### config.mk
export PLATFORM = sky130hd
export DESIGN_NAME = muldiv_unit
export DESIGN_NICKNAME = d
export VERILOG_FILES = /design/src/rtl/muldiv_unit.sv
export SDC_FILE = /design/constraint.sdc
export NUM_CORES = 1
export LEC_CHECK = 0
export ABC_CLOCK_PERIOD_IN_PS = 3800
export BUFFER_PORTS_ARGS = -buffer_cell sky130_fd_sc_hd__buf_2
export CELL_PAD_IN_SITES_DETAIL_PLACEMENT = 1
export CELL_PAD_IN_SITES_GLOBAL_PLACEMENT = 1
export CORE_MARGIN = 1
export CORE_UTILIZATION = 41
export DETAILED_ROUTE_END_ITERATION = 12
export GPL_TIMING_DRIVEN = 0
export PLACE_DENSITY_LB_ADDON = 0.15
export SETUP_SLACK_MARGIN = 0.02
export SLEW_MARGIN = 20
export SYNTH_ARGS = -nofsm -noshare
export SYNTH_HDL_FRONTEND = slang
export SYNTH_SLANG_ARGS = --single-unit
### constraint.sdc
create_clock -name clk -period 3.8 [get_ports clk]
set_input_delay 0.38 -clock clk [delete_from_list [all_inputs] [get_ports clk]]
set_output_delay 0.38 -clock clk [all_outputs]
set_load 0.1 [all_outputs]
### src/rtl/muldiv_unit.sv
// muldiv_unit: iterative MIPS-style HI/LO multiply/divide unit (MULT/MULTU/DIV/DIVU/MTHI/MTLO)
//
// Ports:
//   clk        sole clock, rising edge
//   resetn     asynchronous active-low reset
//   req_valid  request present; req_ready high when idle and able to accept
//   req_op     0 MULT, 1 MULTU, 2 DIV, 3 DIVU, 4 MTHI, 5 MTLO, 6/7 reserved (no write)
//   op_a       rs operand / dividend / MTHI-MTLO source
//   op_b       rt operand / divisor
//   flush      cancels any operation, suppresses strobes, blocks acceptance
//   busy       high whenever not idle
//   hi_we/hi_o HI write strobe and data (one cycle, in DONE only)
//   lo_we/lo_o LO write strobe and data (one cycle, in DONE only)
//
// Build option: define MULDIV_FAST_MUL_EN for a single-cycle 64-bit multiply
// (MULT/MULTU go straight from IDLE to DONE). Division is always iterative.
module muldiv_unit (
  input  logic        clk,
  input  logic        resetn,
  input  logic        req_valid,
  output logic        req_ready,
  input  logic [2:0]  req_op,
  input  logic [31:0] op_a,
  input  logic [31:0] op_b,
  input  logic        flush,
  output logic        busy,
  output logic        hi_we,
  output logic [31:0] hi_o,
  output logic        lo_we,
  output logic [31:0] lo_o
);
  localparam logic [1:0] IDLE = 2'd0;
  localparam logic [1:0] MUL  = 2'd1;
  localparam logic [1:0] DIV  = 2'd2;
  localparam logic [1:0] DONE = 2'd3;
`ifdef MULDIV_FAST_MUL_EN
  localparam logic [1:0] MUL_ST = DONE;
`else
  localparam logic [1:0] MUL_ST = MUL;
`endif
  logic [1:0]  state, state_nx;
  logic [4:0]  cnt;
  logic [2:0]  op;
  logic [31:0] a_q, ma, mb, a_mag, b_mag, dsub, quo, rem;
  logic        neg_p, neg_r, dz, accept, sgn, dge;
  logic [32:0] sum;
  logic [63:0] acc, prod, mul_init;
  assign req_ready = state == IDLE;
  assign busy      = ~req_ready;
  assign accept    = req_valid & req_ready & ~flush;
  // even op codes (MULT, DIV) are the signed forms
  assign sgn   = ~req_op[0];
  assign a_mag = sgn & op_a[31] ? -op_a : op_a;
  assign b_mag = sgn & op_b[31] ? -op_b : op_b;
`ifdef MULDIV_FAST_MUL_EN
  assign mul_init = {32'd0, a_mag} * {32'd0, b_mag};
`else
  assign mul_init = {32'd0, b_mag};
`endif
  // shift-add step: acc = {partial product high, remaining multiplier bits}
  assign sum  = {1'b0, acc[63:32]} + (acc[0] ? {1'b0, ma} : 33'd0);
  // restoring step: shifted remainder is {acc[63], acc[62:31]}; the true
  // difference always fits in 32 bits when it is non-negative
  assign dge  = acc[63] | (acc[62:31] >= mb);
  assign dsub = acc[62:31] - mb;
  always_ff @(posedge clk or negedge resetn)
    if (!resetn) state <= IDLE;
    else state <= state_nx;
  always_comb begin
    state_nx = flush ? IDLE
             : state == IDLE ? (accept ? (req_op[2] ? DONE : req_op[1] ? DIV : MUL_ST) : IDLE)
             : state == DONE ? IDLE
             : &cnt ? DONE : state;
  end
  always_ff @(posedge clk or negedge resetn)
    if (!resetn) begin
      cnt   <= '0;
      op    <= '0;
      a_q   <= '0;
      ma    <= '0;
      mb    <= '0;
      neg_p <= 1'b0;
      neg_r <= 1'b0;
      dz    <= 1'b0;
      acc   <= '0;
    end else if (accept) begin
      cnt   <= '0;
      op    <= req_op;
      a_q   <= op_a;
      ma    <= a_mag;
      mb    <= b_mag;
      neg_p <= sgn & (op_a[31] ^ op_b[31]);
      neg_r <= sgn & op_a[31];
      dz    <= op_b == 32'd0;
      acc   <= req_op[1] ? {32'd0, a_mag} : mul_init;
    end else if (state == MUL) begin
      acc <= {sum, acc[31:1]};
      cnt <= cnt + 5'd1;
    end else if (state == DIV) begin
      acc <= dge ? {dsub, acc[30:0], 1'b1} : {acc[62:0], 1'b0};
      cnt <= cnt + 5'd1;
    end
  // sign fix-up; divide-by-zero returns all-ones quotient and the raw dividend
  assign prod = neg_p ? -acc : acc;
  assign quo  = dz ? '1 : neg_p ? -acc[31:0] : acc[31:0];
  assign rem  = dz ? a_q : neg_r ? -acc[63:32] : acc[63:32];
  always_comb begin
    hi_we = state == DONE && !flush && (!op[2] || op == 3'd4);
    lo_we = state == DONE && !flush && (!op[2] || op == 3'd5);
    hi_o  = !hi_we ? '0 : op[2] ? a_q : op[1] ? rem : prod[63:32];
    lo_o  = !lo_we ? '0 : op[2] ? a_q : op[1] ? quo : prod[31:0];
  end
endmodule

==> flow_summary.ini, run 1 <==
[sta]
timing.slew.headroom_pct = 25.8
period_share_pct = 117
setup_viol = 42
drv_slew = 0
fin_setup_tns_ps = -16240
fmax_ghz = 0.225
min_period_ps = 4440
finalHoldViolations = 0
rsz0062_at_grt = yes
worst_slack_ps = -641
worst_pin_slew_ps = 1110
fin_skew_ps = 16.4
hold_ws_ps = 131

[yosys]
avgSynthCellArea_um2 = 7.56
synth_fa_ha_area_share_pct = 5.77
synth-seq-cells = 172
netlist_area_mm2 = 0.0159
synth-compound-area-share_pct = 29.0
seq_area_frac_synth_pct = 27.1
synth-xor-area-share_pct = 9.15
synth_top_family_by_area = compound AO/OA/AOI/OAI gates
muxShareOfSynthArea_pct = 2.63
synth_nets = 2245
synth.distinct_cells = 73
synthTopCellsByArea = dfrtp_1, o21ai_0, nand2_1
synth_top_area_share_pct = 27.1
yosys_warnings = 0
async_flop_share_pct = 100
synth_ff_type = dfrtp_1
synth_edf_count = 0
synth_cells = 2102
synth_simple_gate_area_share_pct = 21.0
yosysTopAreaCell = dfrtp_1

[setup_path]
cp.required_ps = 3420
critPathKind = register to output pin
cp_cell_sequence = or4_4 -> or3_4 -> or3_1 -> buf_6 -> or3_4 -> nand2b_4 -> buf_4 -> o21ai_4 -> xnor2_2 -> o21ai_2 -> a211oi_4 -> buf_12
crit_top_cell = or3_4
setup.worst_path.start = acc[5]
critical-path-max-stage-delay_ps = 560
r2r_end = acc[50]
rr_worst_depth = 14
ff2ff_setup_slack_ps = 110
cp_slowest_cell = or4_4
crit_path_end_kind = output pin
cp.arrival_ps = 4060
cp_max_fo = 7
r2r_start = acc[0]
crit_buf_inv = 3
path_delay_family = simple AND/OR/NAND/NOR gates
start_kind = register

[clock_tree]
htreeDepth = 4
worstSkewPairLatency_ps = 520
cts.reportedPaths.clkPinSlew_ps = 80
cts_buffer_depth = 2
clock-sinks = 172
cts_tree = built
clock-root-buffer = clkbuf_16
cts_buffers = 17

[global_routing]
grt_start_max_net_pins = 92
grt_antenna_before_repair = 5
grt_overflow = 0
grt_pass1_wl_um = 122000
grt_pass1_vias = 18600
grtUsageTotal_pct = 42.9

[detailed_routing]
drc = 0
drt-initial-drc-count = 1821
wl_per_cell_um = 30.0
num_vias = 18700
dr.pass1.iters = 6
post_drt_via_cell_ratio = 6.59
ant_nets = 0
wl_um = 84900

[power]
power_density_mw_per_mm2 = 737
finalPower_uw = 15000
irDropWorstVdd_mv = 0.423
leakagePower_uw = 0.00840

[cells_and_area]
area_growth_syn_to_layout_pct = 28.1
n_fill_cell = 4607
post-route-util_pct = 53.6
layout.nets = 2455
drive_above_1_share_pct = 21.0
antennaDiodeCount = 0

[hold_path]
hold_end = a_q[17]
worstHoldPathType = input port to register
min_from = op_a[17]
min_path_cells = 3

[floorplanning]
initial_core_util_pct = 41.9
num_io_pins = 139
die_area_mm2 = 0.0395
rows = 71
die_w_um = 199
die_h_um = 199
core_area_mm2 = 0.0379

[place]
dpl.hpwl_um = 65300
place_ws_ps = -1010
place_congestion = 1.02
io_buffers = 138

[outcome]
status = finished with violations
violations = negative setup slack

[flow_run]
cap_violations = 0
synthesized netlist by cell type, drive strengths merged, types with 39 or more instances:
library cell,n
xnor2,74
inv,87
a21oi,149
a221oi,50
dfrtp,172
xor2,92
ha,70
nand3,39
nand2,297
clkbuf,126
o21ai,248
nor2,131
area by class of cell:
| class | instances | area, um^2 | share of cell area (%) |
|---|---|---|---|
| clock inverter | 10 | 92.6 | 0.455 |
| clock buffer | 21 | 470 | 2.31 |
| sequential | 172 | 4330 | 21.3 |
| timing repair buffer | 196 | 1780 | 8.73 |
| inverter | 89 | 337 | 1.65 |
| tap | 511 | 639 | 3.14 |
| buffer | 134 | 582 | 2.86 |
| multi-input combinational | 1702 | 12100 | 59.6 |
kinds of logic after synthesis:
group | count (synthesis)
AO/OA/AOI/OAI | 719
XOR/XNOR | 166
adder cells (fa/ha/maj) | 72
buffers and inverters | 228
flip-flops | 172
multiplexers | 39
AND/OR/NAND/NOR | 706
power by group:
group	leakage, uW	switching [uW]	internal, uW
combinational	0.00601	6230	3340
sequential	0.00211	1130	2450
clock	0.000279	923	909
cells in the final DEF, fill, tap and decap left out, types with 18 or more instances in the layout:
cell type  netlist  routed
inv_1           87      85
nor3_1          36      32
xor2_1          92      84
buf_2            1      92
or3_1           26      21
nand2_1        297     292
dfrtp_1        172     154
mux2i_1         26      25
a221oi_2         0      28
clkbuf_1       126     101
xnor2_1         74      70
buf_4            0      51
and2_1          37      36
o21ai_0        248     217
ha_1            70      69
nor2_1         131     120
buf_12           0      33
a21oi_1        149     133
o211ai_1        20      20
nor2b_1         27      27
nand2b_1        33      32
dfrtp_2          0      18
a21o_1          28      28
nand3_1         39      38
worst register-to-register path: cells and delay by family, from the launching register on:
| family | cells | cell delay [ps] |
|---|---|---|
| AOI/OAI and AO/OA | 8 | 1970 |
| buffers and inverters | 3 | 530 |
| DFF | 1 | 480 |
| adders and majority gates | 1 | 330 |
| and+or+nand+nor | 1 | 160 |
| xor gates and xnor gates | 1 | 80 |
how the worst max path moves through the flow:
| stage | to | slack [ps] | depth (start not counted) |
|---|---|---|---|
| finish | hi_o[23] | -640 | 12 |
| global route | hi_o[23] | -670 | 12 |
| CTS | hi_o[31] | -610 | 11 |
| detailed placement | acc[62] | -1010 | 14 |
| global placement | acc[59] | -890 | 15 |
| floorplan | hi_o[27] | -580 | 10 |
registers in the layout, summed over array words and instances, names as in the netlist, 2 cells and up:
| signal | cells |
|---|---|
| a_q | 32 |
| state | 2 |
| mb | 32 |
| acc | 64 |
| op | 3 |
| ma | 31 |
| cnt | 5 |
layer usage:
layer	GRT usage (%)	vias to the layer above	routed length [um]	share of wire (%)
li1	-	8006	-	-
met1	57.1	9393	35600	42
met2	65.8	1002	37500	44
met3	8.14	260	6910	8.1
met4	22.3	8	4860	5.7
met5	0	-	42	0.049
per-stage QoR:
stage | instances | instance area, um^2
5_1_grt | 2835 | 20300
4_1_cts | 2821 | 19800
3_3_place_gp | 2751 | 17800
2_1_floorplan | 2102 | 16500
3_5_place_dp | 2753 | 17900
6_report | 2835 | 20300
what timing repair did:
item	4_1_cts	5_1_grt
gates resized for setup	271	115
setup buffers	40	15
pin swaps	47	49
hold buffers	1	0
setup endpoints to repair	95	82
endpoints found under the hold margin	81	0
No activity file was read; power rests on OpenSTA's default activity.
==> run 2, diff against run 1 <==
- ABC_AREA: not set -> 1
- CORE_UTILIZATION: 41 -> 39
==> flow_summary.ini, run 2 <==
[sta]
hold_ws_ps = 208
drv_slew = 0
fmax_ghz = 0.267
setup_viol = 0
rsz0062_at_grt = yes
finalHoldViolations = 0
worst_slack_ps = 52.0
fin_setup_tns_ps = 0
min_period_ps = 3750
period_share_pct = 98.6
worst_pin_slew_ps = 1030
fin_skew_ps = 14.7
timing.slew.headroom_pct = 31.2

[cells_and_area]
antennaDiodeCount = 0
mostFrequentLayoutCells = nand2_1, inv_1, nor2_1
design_area_mm2 = 0.0213
top_regs = acc x64, a_q x32, mb x32
largest_reg_flops = 64
post-route-util_pct = 44.5
layout_commonest_cell = nand2_1
n_fill_cell = 6783
layout.nets = 3642
top_register = acc
drive_above_1_share_pct = 8.77
area_growth_syn_to_layout_pct = 11.9
multi_input_area_mm2 = 0.0125
seq_area_mm2 = 0.00431

[yosys]
synth_edf_count = 0
netlist_area_mm2 = 0.0190
synth_top_area_share_pct = 23.0
synth_ff_type = dfrtp_1
synth_cells = 3340
synth_nets = 3483
yosysTopAreaCell = nand2_1
avgSynthCellArea_um2 = 5.70
async_flop_share_pct = 100
yosys_warnings = 0
seq_area_frac_synth_pct = 22.6
synth_most_common_cell = nand2_1
synth-seq-cells = 172
synth.distinct_cells = 54
synthTopCellsByArea = nand2_1, dfrtp_1, inv_1
yosys-top-cells-count = nand2_1, inv_1, nor2_1, nand3_1, o21ai_0

[global_routing]
grt_overflow = 0
grtUsageTotal_pct = 42.4
grt_antenna_before_repair = 3
grt_start_max_net_pins = 88
grt_pass1_vias = 24000
grt_pass1_wl_um = 155000

[place]
place_ws_ps = 393
placed_area_mm2 = 0.0206
place_congestion = 1.09
dpl.hpwl_um = 87800
io_buffers = 138

[floorplanning]
rows = 80
core_area_mm2 = 0.0479
num_io_pins = 139
die_h_um = 223
initial_core_util_pct = 39.7
die_w_um = 223
die_area_mm2 = 0.0497

[hold_path]
min_from = op_a[27]
min_path_cells = 3
worstHoldPathType = input port to register

[setup_path]
setup.worst_path.start = state[1]
cp_cell_sequence = nand2_1 -> nor2_1 -> nand2_1 -> inv_1 -> clkbuf_1 -> o21ai_0 -> a31oi_1 -> buf_2
cp.arrival_ps = 3370
cp.required_ps = 3420
r2r_start = acc[0]
start_kind = register
critical-path-max-stage-delay_ps = 490
crit_path_end_kind = output pin
crit_top_cell = nand2_1
cp_max_fo = 10
rr_worst_depth = 19
cp_slowest_cell = nor2_1
critPathKind = register to output pin

[flow_run]
cap_violations = 0

[power]
power_density_mw_per_mm2 = 986
leakagePower_uw = 0.0114
irDropWorstVdd_mv = 0.506

[detailed_routing]
drt-initial-drc-count = 2469
drc = 0
wl_um = 106000
num_vias = 24200
post_drt_via_cell_ratio = 5.85
wl_per_cell_um = 25.6
dr.pass1.iters = 7
ant_nets = 0

[clock_tree]
cts.reportedPaths.clkPinSlew_ps = 80
htreeDepth = 4
clock-sinks = 172
cts_tree = built
clock-root-buffer = clkbuf_16
worstSkewPairLatency_ps = 490
cts_buffer_depth = 2
cts_buffers = 17

[outcome]
status = completed
## run 2: changes by cell type after synthesis, moves of 33 or more
cell and delta:
xnor2_1 -52, clkbuf_1 -75, nand3_1 +233, buf_2 +37
a211oi_1 -34, and2_1 -34, inv_1 +388, nand2_1 +870
nor2_1 +192, nand4_1 +45, a221oi_1 -48, nand2b_1 -33
## run 2: metrics by stage
step / instances / total power (uW)
5_1_grt: 4127 / 22200
3_5_place_dp: 4094 / 18400
3_3_place_gp: 4093 / 17900
4_1_cts: 4127 / 20400
2_1_floorplan: 3340 / 12800
6_report: 4127 / 21000
## run 2: repair_timing
action / in CTS / in global routing
resized for setup: 14 / 27
hold buffers: 1 / 0
endpoints found under the setup margin: 13 / 20
endpoints found under the hold margin: 85 / 0
buffers inserted: 0 / 0
cloned: 0 / 0
## run 2: final timing paths
| kind | slack (ps) | end |
|---|---|---|
| max | 50 | lo_o[21] |
| min | 210 | a_q[27] |
| max reg2reg | 520 | acc[61] |
| min reg2reg | 490 | ma[25] |
| max in group asynchronous | 2350 | a_q[14] |
| min in group asynchronous | 450 | acc[63] |
## run 2: kinds of logic (layout without fill, tap and decap cells)
family,after synthesis,count (layout),share of synthesized area (%)
compound gates,481,481,13.7
simple gates,1931,1931,42.5
fa+ha+maj,72,72,4.81
xor+xnor,89,89,4.09
buf+inv,595,767,12.3
flops,172,172,22.6
## run 2: final cells by class
type                    count  area share [%]
plain buffers             110            2.41
clock inverters            15           0.910
clock buffers              17            2.00
flip-flops and latches    172            20.2
repair buffers            140            3.74
inverters                 485            8.55
well taps                 615            3.61
multi-input cells        2573            58.6
## run 2: power breakdown
group          switching, uW  internal (uW)
Sequential              1720           2670
Clock                    968            951
Combinational          10500           4170
## run 2: per-layer routing
metal | share of wire (%) | global-route usage [%] | wire length (um) | vias to the layer above
met2 | 43 | 64.4 | 45100 | 1182
met3 | 8.7 | 7.85 | 9200 | 293
li1 | - | - | - | 10900
met1 | 43 | 57.0 | 44900 | 11800
met4 | 5.9 | 22.5 | 6250 | 2
met5 | 0.012 | 0 | 13 | -
## run 2: worst max-delay path, delay by kind of cell, from the launching register on
family | cells | cell delay [ps]
buffers and inverters | 3 | 1030
and+or+nand+nor | 3 | 850
AOI/OAI and AO/OA | 2 | 520
DFF | 1 | 460
